[src/rtl/sms4_rk_reverse_buf_if.sv]
// rtl/sms4_rk_reverse_buf_if.sv - round-key write/read bus between key expansion, key buffer and round datapath
//
// Signals:
//   rk_wr_valid/rk_wr_ready/rk_wr_data  writer handshake, keys presented rk0 first
//   dec                                 read order select (0 forward, 1 reverse)
//   rk_rd_req                           reader asks for the next key
//   rk_rd_valid/rk_rd_data/rk_rd_idx    served key and its round number
//   loaded                              all round keys are held
// Modports: master = key expansion + round datapath side, slave = key buffer.

interface sms4_rk_reverse_buf_if #(
    parameter int BWIDTH = 32
);
    logic                rk_wr_valid;
    logic                rk_wr_ready;
    logic [0:BWIDTH-1]   rk_wr_data;
    logic                dec;
    logic                rk_rd_req;
    logic                rk_rd_valid;
    logic [0:BWIDTH-1]   rk_rd_data;
    logic [4:0]          rk_rd_idx;
    logic                loaded;

    modport master (
        output rk_wr_valid, rk_wr_data, dec, rk_rd_req,
        input  rk_wr_ready, rk_rd_valid, rk_rd_data, rk_rd_idx, loaded
    );

    modport slave (
        input  rk_wr_valid, rk_wr_data, dec, rk_rd_req,
        output rk_wr_ready, rk_rd_valid, rk_rd_data, rk_rd_idx, loaded
    );
endinterface

[src/rtl/sms4_rk_reverse_buf.sv]
// rtl/sms4_rk_reverse_buf.sv - SMS4 round-key capture buffer with forward/reverse replay
//
// Ports:
//   clk    rising-edge clock
//   rst    asynchronous active-high reset
//   clear  synchronous flush back to LOAD (storage left stale)
//   bus    sms4_rk_reverse_buf_if.slave: write side, read side, dec, loaded
// Keys pass through untouched; bit 0 of each key is its MSB.

module sms4_rk_reverse_buf #(
    parameter int BWIDTH = 32,
    parameter int NROUND = 32
) (
    input  logic                  clk,
    input  logic                  rst,
    input  logic                  clear,
    sms4_rk_reverse_buf_if.slave  bus
);

    typedef enum logic {
        ST_LOAD  = 1'b0,
        ST_READY = 1'b1
    } state_t;

    state_t            state;
    state_t            state_nxt;

    logic [0:BWIDTH-1] mem [0:NROUND-1];
    logic [4:0]        wr_cnt;
    logic [4:0]        rd_cnt;
    logic              dec_lat;

    logic              wr_fire;
    logic              rd_fire;
    logic              rd_rev;
    logic [4:0]        rd_addr;

    assign wr_fire = bus.rk_wr_valid & bus.rk_wr_ready;
    assign rd_fire = bus.rk_rd_req & (state == ST_READY);

    // The first request of a block samples dec live and uses it at once;
    // the rest of the block follows the latched copy.
    assign rd_rev  = (rd_cnt == 5'd0) ? bus.dec : dec_lat;
    assign rd_addr = rd_rev ? (5'd31 - rd_cnt) : rd_cnt;

    // State register
    always_ff @(posedge clk or posedge rst) begin
        if (rst) begin
            state <= ST_LOAD;
        end else begin
            state <= state_nxt;
        end
    end

    // Next-state logic
    always_comb begin
        state_nxt = state;
        case (state)
            ST_LOAD: begin
                if (wr_fire && (wr_cnt == 5'd31)) begin
                    state_nxt = ST_READY;
                end
            end
            ST_READY: begin
                state_nxt = ST_READY;
            end
            default: begin
                state_nxt = ST_LOAD;
            end
        endcase
        if (clear) begin
            state_nxt = ST_LOAD;
        end
    end

    // State-decoded outputs
    always_comb begin
        bus.rk_wr_ready = (state == ST_LOAD);
        bus.loaded      = (state == ST_READY);
    end

    // Key storage, deliberately without reset
    always_ff @(posedge clk) begin
        if (wr_fire && !clear) begin
            mem[wr_cnt] <= bus.rk_wr_data;
        end
    end

    // Counters, order latch and registered read port
    always_ff @(posedge clk or posedge rst) begin
        if (rst) begin
            wr_cnt          <= 5'd0;
            rd_cnt          <= 5'd0;
            dec_lat         <= 1'b0;
            bus.rk_rd_valid <= 1'b0;
            bus.rk_rd_data  <= '0;
            bus.rk_rd_idx   <= 5'd0;
        end else if (clear) begin
            wr_cnt          <= 5'd0;
            rd_cnt          <= 5'd0;
            bus.rk_rd_valid <= 1'b0;
        end else begin
            // wr_cnt wraps to 0 on the 32nd accept, leaving it ready for
            // the next load after a clear.
            if (wr_fire) begin
                wr_cnt <= wr_cnt + 5'd1;
            end
            bus.rk_rd_valid <= rd_fire;
            if (rd_fire) begin
                bus.rk_rd_idx  <= rd_cnt;
                bus.rk_rd_data <= mem[rd_addr];
                rd_cnt         <= rd_cnt + 5'd1;
                if (rd_cnt == 5'd0) begin
                    dec_lat <= bus.dec;
                end
            end
        end
    end

endmodule

[src/flat_wrapper.sv]
// flat-port wrapper written by rule: the top's interface ports become plain ports
module sms4_rk_reverse_buf_flat 
#(
    parameter int BWIDTH = 32,
    parameter int NROUND = 32
)
  (clk, rst, clear, bus_rk_wr_valid, bus_rk_wr_data, bus_dec, bus_rk_rd_req, bus_rk_wr_ready, bus_rk_rd_valid, bus_rk_rd_data, bus_rk_rd_idx, bus_loaded);
  sms4_rk_reverse_buf_if #(.BWIDTH(BWIDTH)) bus_i ();
  input  logic clk;
  input  logic rst;
  input  logic clear;
  input wire logic [$bits(bus_i.rk_wr_valid)-1:0] bus_rk_wr_valid;
  input wire logic [$bits(bus_i.rk_wr_data)-1:0] bus_rk_wr_data;
  input wire logic [$bits(bus_i.dec)-1:0] bus_dec;
  input wire logic [$bits(bus_i.rk_rd_req)-1:0] bus_rk_rd_req;
  output wire logic [$bits(bus_i.rk_wr_ready)-1:0] bus_rk_wr_ready;
  output wire logic [$bits(bus_i.rk_rd_valid)-1:0] bus_rk_rd_valid;
  output wire logic [$bits(bus_i.rk_rd_data)-1:0] bus_rk_rd_data;
  output wire logic [$bits(bus_i.rk_rd_idx)-1:0] bus_rk_rd_idx;
  output wire logic [$bits(bus_i.loaded)-1:0] bus_loaded;
  assign bus_i.rk_wr_valid = bus_rk_wr_valid;
  assign bus_i.rk_wr_data = bus_rk_wr_data;
  assign bus_i.dec = bus_dec;
  assign bus_i.rk_rd_req = bus_rk_rd_req;
  assign bus_rk_wr_ready = bus_i.rk_wr_ready;
  assign bus_rk_rd_valid = bus_i.rk_rd_valid;
  assign bus_rk_rd_data = bus_i.rk_rd_data;
  assign bus_rk_rd_idx = bus_i.rk_rd_idx;
  assign bus_loaded = bus_i.loaded;
  sms4_rk_reverse_buf #(.BWIDTH(BWIDTH), .NROUND(NROUND)) u_core (.clk(clk), .rst(rst), .clear(clear), .bus(bus_i));
endmodule
[config.mk]
export PLATFORM = sky130hd
export DESIGN_NAME = sms4_rk_reverse_buf_flat
export DESIGN_NICKNAME = d
export VERILOG_FILES = /design/src/rtl/sms4_rk_reverse_buf_if.sv /design/src/rtl/sms4_rk_reverse_buf.sv /design/src/flat_wrapper.sv
export SDC_FILE = /design/constraint.sdc
export NUM_CORES = 1
export LEC_CHECK = 0
export ABC_CLOCK_PERIOD_IN_PS = 5600
export BUFFER_PORTS_ARGS = -buffer_cell sky130_fd_sc_hd__buf_2
export CORE_ASPECT_RATIO = 0.8
export CORE_MARGIN = 1
export CORE_UTILIZATION = 40
export CTS_CLUSTER_DIAMETER = 200
export DETAILED_ROUTE_END_ITERATION = 8
export PLACE_DENSITY_LB_ADDON = 0.1
export SETUP_SLACK_MARGIN = 0.05
export SLEW_MARGIN = 30
export SYNTH_ARGS = -nofsm -noshare
export SYNTH_HDL_FRONTEND = slang
export SYNTH_SLANG_ARGS = --single-unit
[constraint.sdc]
create_clock -name clk -period 5.6 [get_ports clk]
set_input_delay 1.12 -clock clk [delete_from_list [all_inputs] [get_ports clk]]
set_output_delay 1.12 -clock clk [all_outputs]
set_load 0.05 [all_outputs]
Word level (Yosys, flattened, before mapping)
Memories as Yosys holds them, arrays and structs flattened. A register that Yosys moved wholly into a read port is not among the register bits.
Index checks and enable logic that the tools add are counted.
{"block": "word_totals", "reg_bits": 18, "mem_bits_rw": 1024, "input_bits": 38, "output_inout_bits": 40, "wordCells": 34, "n_memories": 1}
{"block": "op_classes", "add_sub_neg": 3, "n_eq_ne": 1, "n_mux": 12, "bitwise": 4, "reduce_logical": 7}
{"name": "u_core.mem", "depth": 32, "word_bits": 32, "rd": 1, "rd_ports_with_merged_regs": 1, "write_ports": 1, "line_no": "sms4_rk_reverse_buf.sv:28", "source": "logic [0:BWIDTH-1] mem [0:NROUND-1];"}
{"op": "2-to-1 mux 5 bit", "count": 5}
{"op": "adder 5 x 1 -> 5 bit (second input constant)", "count": 2}
{"op": "2-to-1 mux 1 bit", "count": 6}
{"op": "equality test 5 bit (second input constant)", "count": 1}
{"op": "zero test 5 bit", "count": 1}
{"op": "subtractor 5 bit (first input constant)", "count": 1}
{"op": "nonzero test 2 bit", "count": 2}
{"op": "bitwise AND 1 bit", "count": 2}
{"op": "logical AND 1 bit", "count": 2}
{"op": "inverter 1 bit", "count": 2}
{"op": "one-hot mux 1 bit (2 select lines)", "count": 1}
{"op": "AND reduction 2 bit", "count": 1}
{"op": "zero test 1 bit", "count": 1}

Longest topological paths before layout
Gate-level depths: netlist (run 1).
{"block": "logic_depth", "ltp_word": 6, "mapped_depth": 16, "ltp_nobuf": 9}

Worst setup path before layout (run 1)
OpenSTA, ideal clock, no wires.
{"block": "synth_timing", "kind": "reg-to-reg", "start": "register u_core.rd_cnt[1]", "end": "register u_core.bus.rk_rd_data[23] (read register of u_core.mem)", "setup_ns": 0.068, "arrival_ns": 3.785, "required_time_ns": 5.532, "slack_ns": 1.747, "path_stages_with_launch": 15, "path_buffers": 6, "synth_period_minus_slack_ns": 3.853, "path_cell_list": "dfrtp_1 clkbuf_1 inv_1 clkbuf_1 clkbuf_1 clkbuf_1 ha_1 nor4b_4 mux2i_1 clkbuf_1 clkbuf_1 o22ai_1 or3_1 o2111ai_1 o2111a_1"}
{"block": "synth_between", "elab_chain_cells": 3, "elab_cells_between_ends": 4, "classes_between": "add/sub (1); mux (2); reduce/logical (1)"}
{"element": "start, declared", "line_no": "sms4_rk_reverse_buf.sv:30", "source": "logic [4:0] rd_cnt;"}
{"element": "start signal, assigned", "line_no": "sms4_rk_reverse_buf.sv:112", "source": "rd_cnt <= rd_cnt + 5'd1;"}
{"element": "parallel branches: the longest is 2 deep, another holds subtractor 5 bit"}
{"element": "2-to-1 mux 5 bit *", "line_no": "sms4_rk_reverse_buf.sv:44", "source": "assign rd_addr = rd_rev ? (5'd31 - rd_cnt) : rd_cnt;"}
{"element": "end, declared", "line_no": "sms4_rk_reverse_buf_if.sv:31", "source": "output rk_wr_ready, rk_rd_valid, rk_rd_data, rk_rd_idx, loaded"}
Every way passes the cells marked *.
A chain may end at the register's enable or synchronous reset.

Worst setup path after layout (run 1)
{"block": "layout_timing", "start": "register u_core.rd_cnt[1]", "end": "register u_core.bus.rk_rd_data[17] (read register of u_core.mem)"}
Same word-level chain as after synthesis.

==> results.yml, run 1 <==
status:
  status: "completed"
clocking:
  ctsResizeCount: 0
  clk_latency_ns: 0.72
  tritoncts: "done"
  cts_htree_levels: 3
  cts_setup_buffers: 0
  cts_hold_buffers: 0
  cts_sinks: 1074
  clk_path_buf_depth: 3
  cts-root-buf: "clkbuf_16"
  numCtsBuffers: 108
  path_clk_slew_ns: 0.06
power_and_ir_drop:
  pwr-share-clk_pct: 44.4
  switching_share_pct: 21.6
  vdd_drop_max_mv: 0.241
  sequentialPowerShare_pct: 52.3
  p_leak_uw: 0.0156
  p_sw_uw: 3660
  intPower_uw: 13200
  combPwrFrac_pct: 3.3
  powerDensity_mw_per_mm2: 306
  total_power_uw: 16900
placement:
  port-buffer-count: 77
  gp_congestion: 0.797
  pre_cts_ws_ns: 1.31
  placed_area_mm2: 0.0515
  place_hpwl_um: 102000
worst_setup_path:
  cp_max_fo: 58
  r2r_end: "u_core.bus.rk_rd_data[17]"
  cp_slowest_cell: "nor4b_4"
  end_kind: "flop"
  required_ns: 6.20
  cpPeakStageDelay_ns: 0.71
  setup.worst_path.end: "u_core.bus.rk_rd_data[17]"
  worstSetupPathType: "flop to flop"
  critPathLaunch: "u_core.rd_cnt[1]"
  crit-reg2reg-launch: "u_core.rd_cnt[1]"
  crit_chain: "inv_6, ha_1, nor4b_4, mux2_8, buf_4, xnor2_1, nand2_1, buf_4, a21oi_1, nand4_1, o2111a_1"
  reg2regPathDepth: 11
  ff2ff_setup_slack_ns: 1.36
  crit_arrival_ns: 4.84
  start_kind: "flop"
  crit_path_frequent_cell: "buf_4"
floorplanning:
  start_util_pct: 40.5
  io_pins: 78
  core_area_mm2: 0.122
  die_h_um: 316
  die_area_mm2: 0.125
  rows: 114
  dieWidth_um: 394
detailed_routing:
  dr.pass1.iters: 6
  drt-initial-drc-count: 4697
  drc_errors: 0
  ant_nets: 0
  wl_per_cell_um: 32.2
  viasPerCell: 6.95
  wl_um: 173000
  vias: 37500
timing:
  tns_ns: 0
  rsz0062_at_grt: "false"
  setup_ws_ns: 1.36
  setup_violations: 0
  worst_pin_slew_ns: 1.03
  max_freq_ghz: 0.236
  finalHoldViolCount: 0
  period_needed_ns: 4.24
  period_share_pct: 75.7
  relSlewSlack_pct: 31.3
  fin_skew_ns: 0.0314
  slew_viol_final: 0
layout:
  final_cell_area_mm2: 0.0553
  final_common_cell: "edfxtp_1"
  final_cell_mix: "1024 x edfxtp_1, 503 x o221ai_1, 303 x o21ai_0, 286 x o22ai_1, 172 x a21oi_1"
  post-route-util_pct: 45.5
  drive_above_1_share_pct: 11.5
  final_nets: 3710
  syn_to_final_growth_pct: 12.2
synth:
  yosysTopAreaCell: "edfxtp_1"
  synth_top_flop_cell: "edfxtp_1"
  synth.area.top_cells: "edfxtp_1 62%, o221ai_1 8.9%, o22ai_1 3.6%"
  seq_area_frac_synth_pct: 65.0
  netlist_instances: 3792
  ys_warn_count: 0
  synth-edff-count: 1024
  synth_top_area_share_pct: 62.4
  synth_nets: 3837
  synth_area_mm2: 0.0493
  async_flop_share_pct: 4.66
  synthDistinctLibCells: 67
  ys_ff_latch: 1074
  synth_area_per_cell_um2: 13.0
grt:
  grt_overflow: 0
  antenna_found_initial: 13
  grt_pass1_vias: 35300
  grt_usage_pct: 27.1
  grt_max_degree: 174
  grt_pass1_wl_um: 250000
hold_path:
  hold_start: "u_core.bus.rk_rd_idx[2]"
  hold_path.class: "flop to flop"
run:
  maxCapViolations: 0
==> power by group through the flow <==
stage | Clock (µW) | Sequential, µW | Combinational [µW]
3_5_place_dp | 0 | 9010 | 561
2_1_floorplan | 0 | 9000 | 251
5_1_grt | 7920 | 8830 | 597
3_3_place_gp | 0 | 9010 | 559
6_report | 7510 | 8840 | 559
4_1_cts | 7630 | 8840 | 561
==> flip-flops by register name, indices dropped and copies added, names as in the netlist <==
register and cells:
u_core.bus.rk_rd_valid 1, u_core.bus.loaded 1, u_core.rd_cnt 5, u_core.bus.rk_rd_data 32
u_core.bus.rk_rd_idx 5, u_core.wr_cnt 5, u_core.mem 1024, u_core.dec_lat 1
==> synth_stat cells, types with 3 or more instances <==
cell type and count:
edfxtp_1 1024, o221ai_1 503, clkbuf_1 328, o21ai_0 305, o22ai_1 286, a21oi_1 175
o211ai_1 127, nor2_1 109, a22oi_1 93, buf_2 70, nand3_1 67, or3_1 66
o21ai_1 56, nand2_1 55, dfrtp_1 50, nor3_1 41, a211oi_1 33, a221oi_1 33
nand4_1 32, or4_1 32, o2111a_1 31, o2111ai_1 31, o21a_1 31, o22a_1 31
a211o_1 30, a2bb2oi_1 30, buf_1 19, inv_1 9, ha_1 7, nand2b_1 7
buf_4 6, or2_2 6, a31oi_1 5, mux2i_1 5, xnor2_1 5, nand3b_1 4
nor3b_1 4, o31ai_1 4, and2_1 3, mux2_4 3, nor2b_1 3, xor2_1 3
==> layer usage <==
layer	wire [µm]	up-vias	global-route usage, %
met4	5950	14	8.88
met1	75400	19400	38.7
met2	78400	1845	42.1
li1	-	16000	-
met3	13600	269	4.37
met5	80	-	0
==> critical path: cells and delay by family (launching register included) <==
family | cells | cell delay (ns)
adder cells (fa/ha/maj) | 1 | 0.23
flip-flops | 1 | 0.53
AO/OA/AOI/OAI | 2 | 0.42
XOR/XNOR | 1 | 0.20
AND/OR/NAND/NOR | 3 | 1.10
buffers and inverters | 3 | 1.00
multiplexers | 1 | 0.60
==> worst min-delay path by stage <==
stage	to	slack [ns]	cells past startpoint
after global placement	u_core.bus.rk_rd_idx[1]	0.46	2
after floorplan	u_core.wr_cnt[0]	0.58	2
final	u_core.bus.rk_rd_idx[2]	0.48	2
after global routing	u_core.bus.rk_rd_idx[0]	0.50	2
after CTS	u_core.bus.rk_rd_idx[2]	0.48	2
after detailed placement	u_core.bus.rk_rd_idx[2]	0.47	2
==> per-stage QoR <==
step	cells	hold WS, ns
after detailed placement	5175	0.466
after global placement	5169	0.460
after floorplan	3792	0.580
after CTS	5381	0.481
final	5388	0.475
after global routing	5385	0.504
==> layout make-up <==
class,count,area (µm²)
Antenna cell,3,7.51
Tap cell,1624,2030
Sequential cell,1074,32000
Inverter,10,50.0
Clock inverter,65,732
Multi-Input combinational cell,2283,16000
Clock buffer,141,2900
Fill cell,10800,66200
Timing Repair Buffer,188,1560
==> cell families after synthesis <==
kind of cell / count (synthesis) / synth area share (%)
compound gates: 1818 / 26.2
fa+ha+maj: 7 / 0.178
xor+xnor: 8 / 0.142
buf+inv: 435 / 3.57
flops: 1074 / 65.0
simple gates: 441 / 4.69
mux: 9 / 0.239
(Power assumes the default switching activity.)
==> run 2, diff against run 1 <==
Settings changed: ABC_CLOCK_PERIOD_IN_PS 5600 to 4400.
Clock period 5.6 ns to 4.4 ns, I/O delays scaled along.
==> results.yml, run 2 (synthesized netlist as in run 1, its figures left out) <==
timing:
  relSlewSlack_pct: 28.6
  max_freq_ghz: 0.261
  tns_ns: 0
  period_share_pct: 86.9
  setup_violations: 0
  fin_skew_ns: 0.0335
  rsz0062_at_grt: "false"
  slew_viol_final: 0
  worst_pin_slew_ns: 1.07
  period_needed_ns: 3.82
  finalHoldViolCount: 0
worst_setup_path:
  cpPeakStageDelay_ns: 0.56
  start_kind: "flop"
  reg2regPathDepth: 11
  crit_arrival_ns: 4.43
  cp_top_family: "compound AO/OA/AOI/OAI gates"
  crit_chain: "inv_2, ha_1, nor4b_4, mux2_8, buf_12, buf_4, o221ai_1, a21oi_1, a211oi_1, nand4_1, o2111a_1"
  worstSetupPathType: "flop to flop"
  ff2ff_setup_slack_ns: 0.58
  cp_slowest_cell: "mux2_8"
  cp_max_fo: 30
  crit_cells: 11
  required_ns: 5.00
  end_kind: "flop"
  path_buf_inv: 3
layout:
  final_common_cell: "edfxtp_1"
  final_cell_area_mm2: 0.0555
  final_cell_mix: "1024 x edfxtp_1, 503 x o221ai_1, 303 x o21ai_0, 286 x o22ai_1, 172 x a21oi_1"
  final_nets: 3753
  syn_to_final_growth_pct: 12.8
  regMostFlops: "u_core.mem"
  largest_reg_flops: 1024
  drive_above_1_share_pct: 12.3
  biggestRegsByFlops: "u_core.mem (1024), u_core.bus.rk_rd_data (32)"
placement:
  port-buffer-count: 77
  place_hpwl_um: 97800
  gp_congestion: 0.809
  placed_area_mm2: 0.0521
power_and_ir_drop:
  powerDensity_mw_per_mm2: 382
  p_leak_uw: 0.0157
  vdd_drop_max_mv: 0.344
grt:
  antenna_found_initial: 14
  grt_usage_pct: 27.7
  grt_max_degree: 204
  grt_overflow: 0
  grt_pass1_vias: 35900
  grt_pass1_wl_um: 254000
detailed_routing:
  drc_errors: 0
  dr_wl_met2_um: 76100
  highest_layer: "met5"
  wl_met3_um: 16200
  viasPerCell: 7.01
  vias: 38100
  wl_um: 177000
  ant_nets: 0
  drt-initial-drc-count: 5210
  dr.pass1.iters: 6
  met1Wirelength_um: 79400
  wl_per_cell_um: 32.6
floorplanning:
  rows: 114
  start_util_pct: 40.5
  die_area_mm2: 0.125
  dieWidth_um: 394
  core_area_mm2: 0.122
  die_h_um: 316
  io_pins: 78
clocking:
  cts_setup_buffers: 0
  cts_hold_buffers: 0
  clk_latency_ns: 0.73
  cts-root-buf: "clkbuf_16"
  cts_htree_levels: 3
  ctsResizeCount: 0
  clk_path_buf_depth: 3
  path_clk_slew_ns: 0.07
  numCtsBuffers: 109
  tritoncts: "done"
  cts_sinks: 1074
hold_path:
  hold_path.class: "primary input to async pin"
run:
  maxCapViolations: 0
status:
  status: "completed"
[run 2: stage by stage]
stage                     instances  hold slack [ns]  utilization [%]  power, µW  worst slack (ns)
after floorplan                3792            0.580                -      11800             0.547
after global placement         5221            0.461             42.8      12200             0.629
after detailed placement       5221            0.467             42.8      12200             0.629
after CTS                      5425            0.372             45.7      21300             0.616
after global routing           5425            0.305             45.7      21800             0.465
final                          5430            0.310             45.7      21200             0.575
[run 2: layer usage]
layer	global-route usage [%]	vias up
li1	-	16100
met2	40.6	2089
met5	0	-
met3	5.45	280
met1	41.3	19600
met4	8.68	14
[run 2: layout make-up]
| cell class | count | area, µm² |
|---|---|---|
| fillers | 10800 | 66000 |
| inverters | 10 | 51.3 |
| well taps | 1624 | 2030 |
| clock inverters | 71 | 639 |
| multi-input cells | 2283 | 16000 |
| repair buffers | 230 | 1970 |
| clock buffers | 133 | 2840 |
| diodes | 5 | 12.5 |
| flip-flops and latches | 1074 | 32000 |
[run 2: final timing paths]
check,start,end
min,rst,u_core.bus.rk_rd_data[30]
max,u_core.rd_cnt[0],u_core.bus.rk_rd_data[22]
min reg2reg,u_core.bus.rk_rd_idx[0],u_core.bus.rk_rd_idx[0]
max reg2reg,u_core.rd_cnt[0],u_core.bus.rk_rd_data[22]
min in group clk,bus_rk_wr_valid,u_core.bus.loaded
max in group asynchronous,rst,u_core.rd_cnt[2]
[run 2: power by group]
group	internal (µW)	leakage (µW)	switching, µW	total, µW
registers	11200	0.00990	16.8	11200
logic	170	0.00413	560	730
clock network	5170	0.00171	4060	9230
total	16600	0.0157	4640	21200
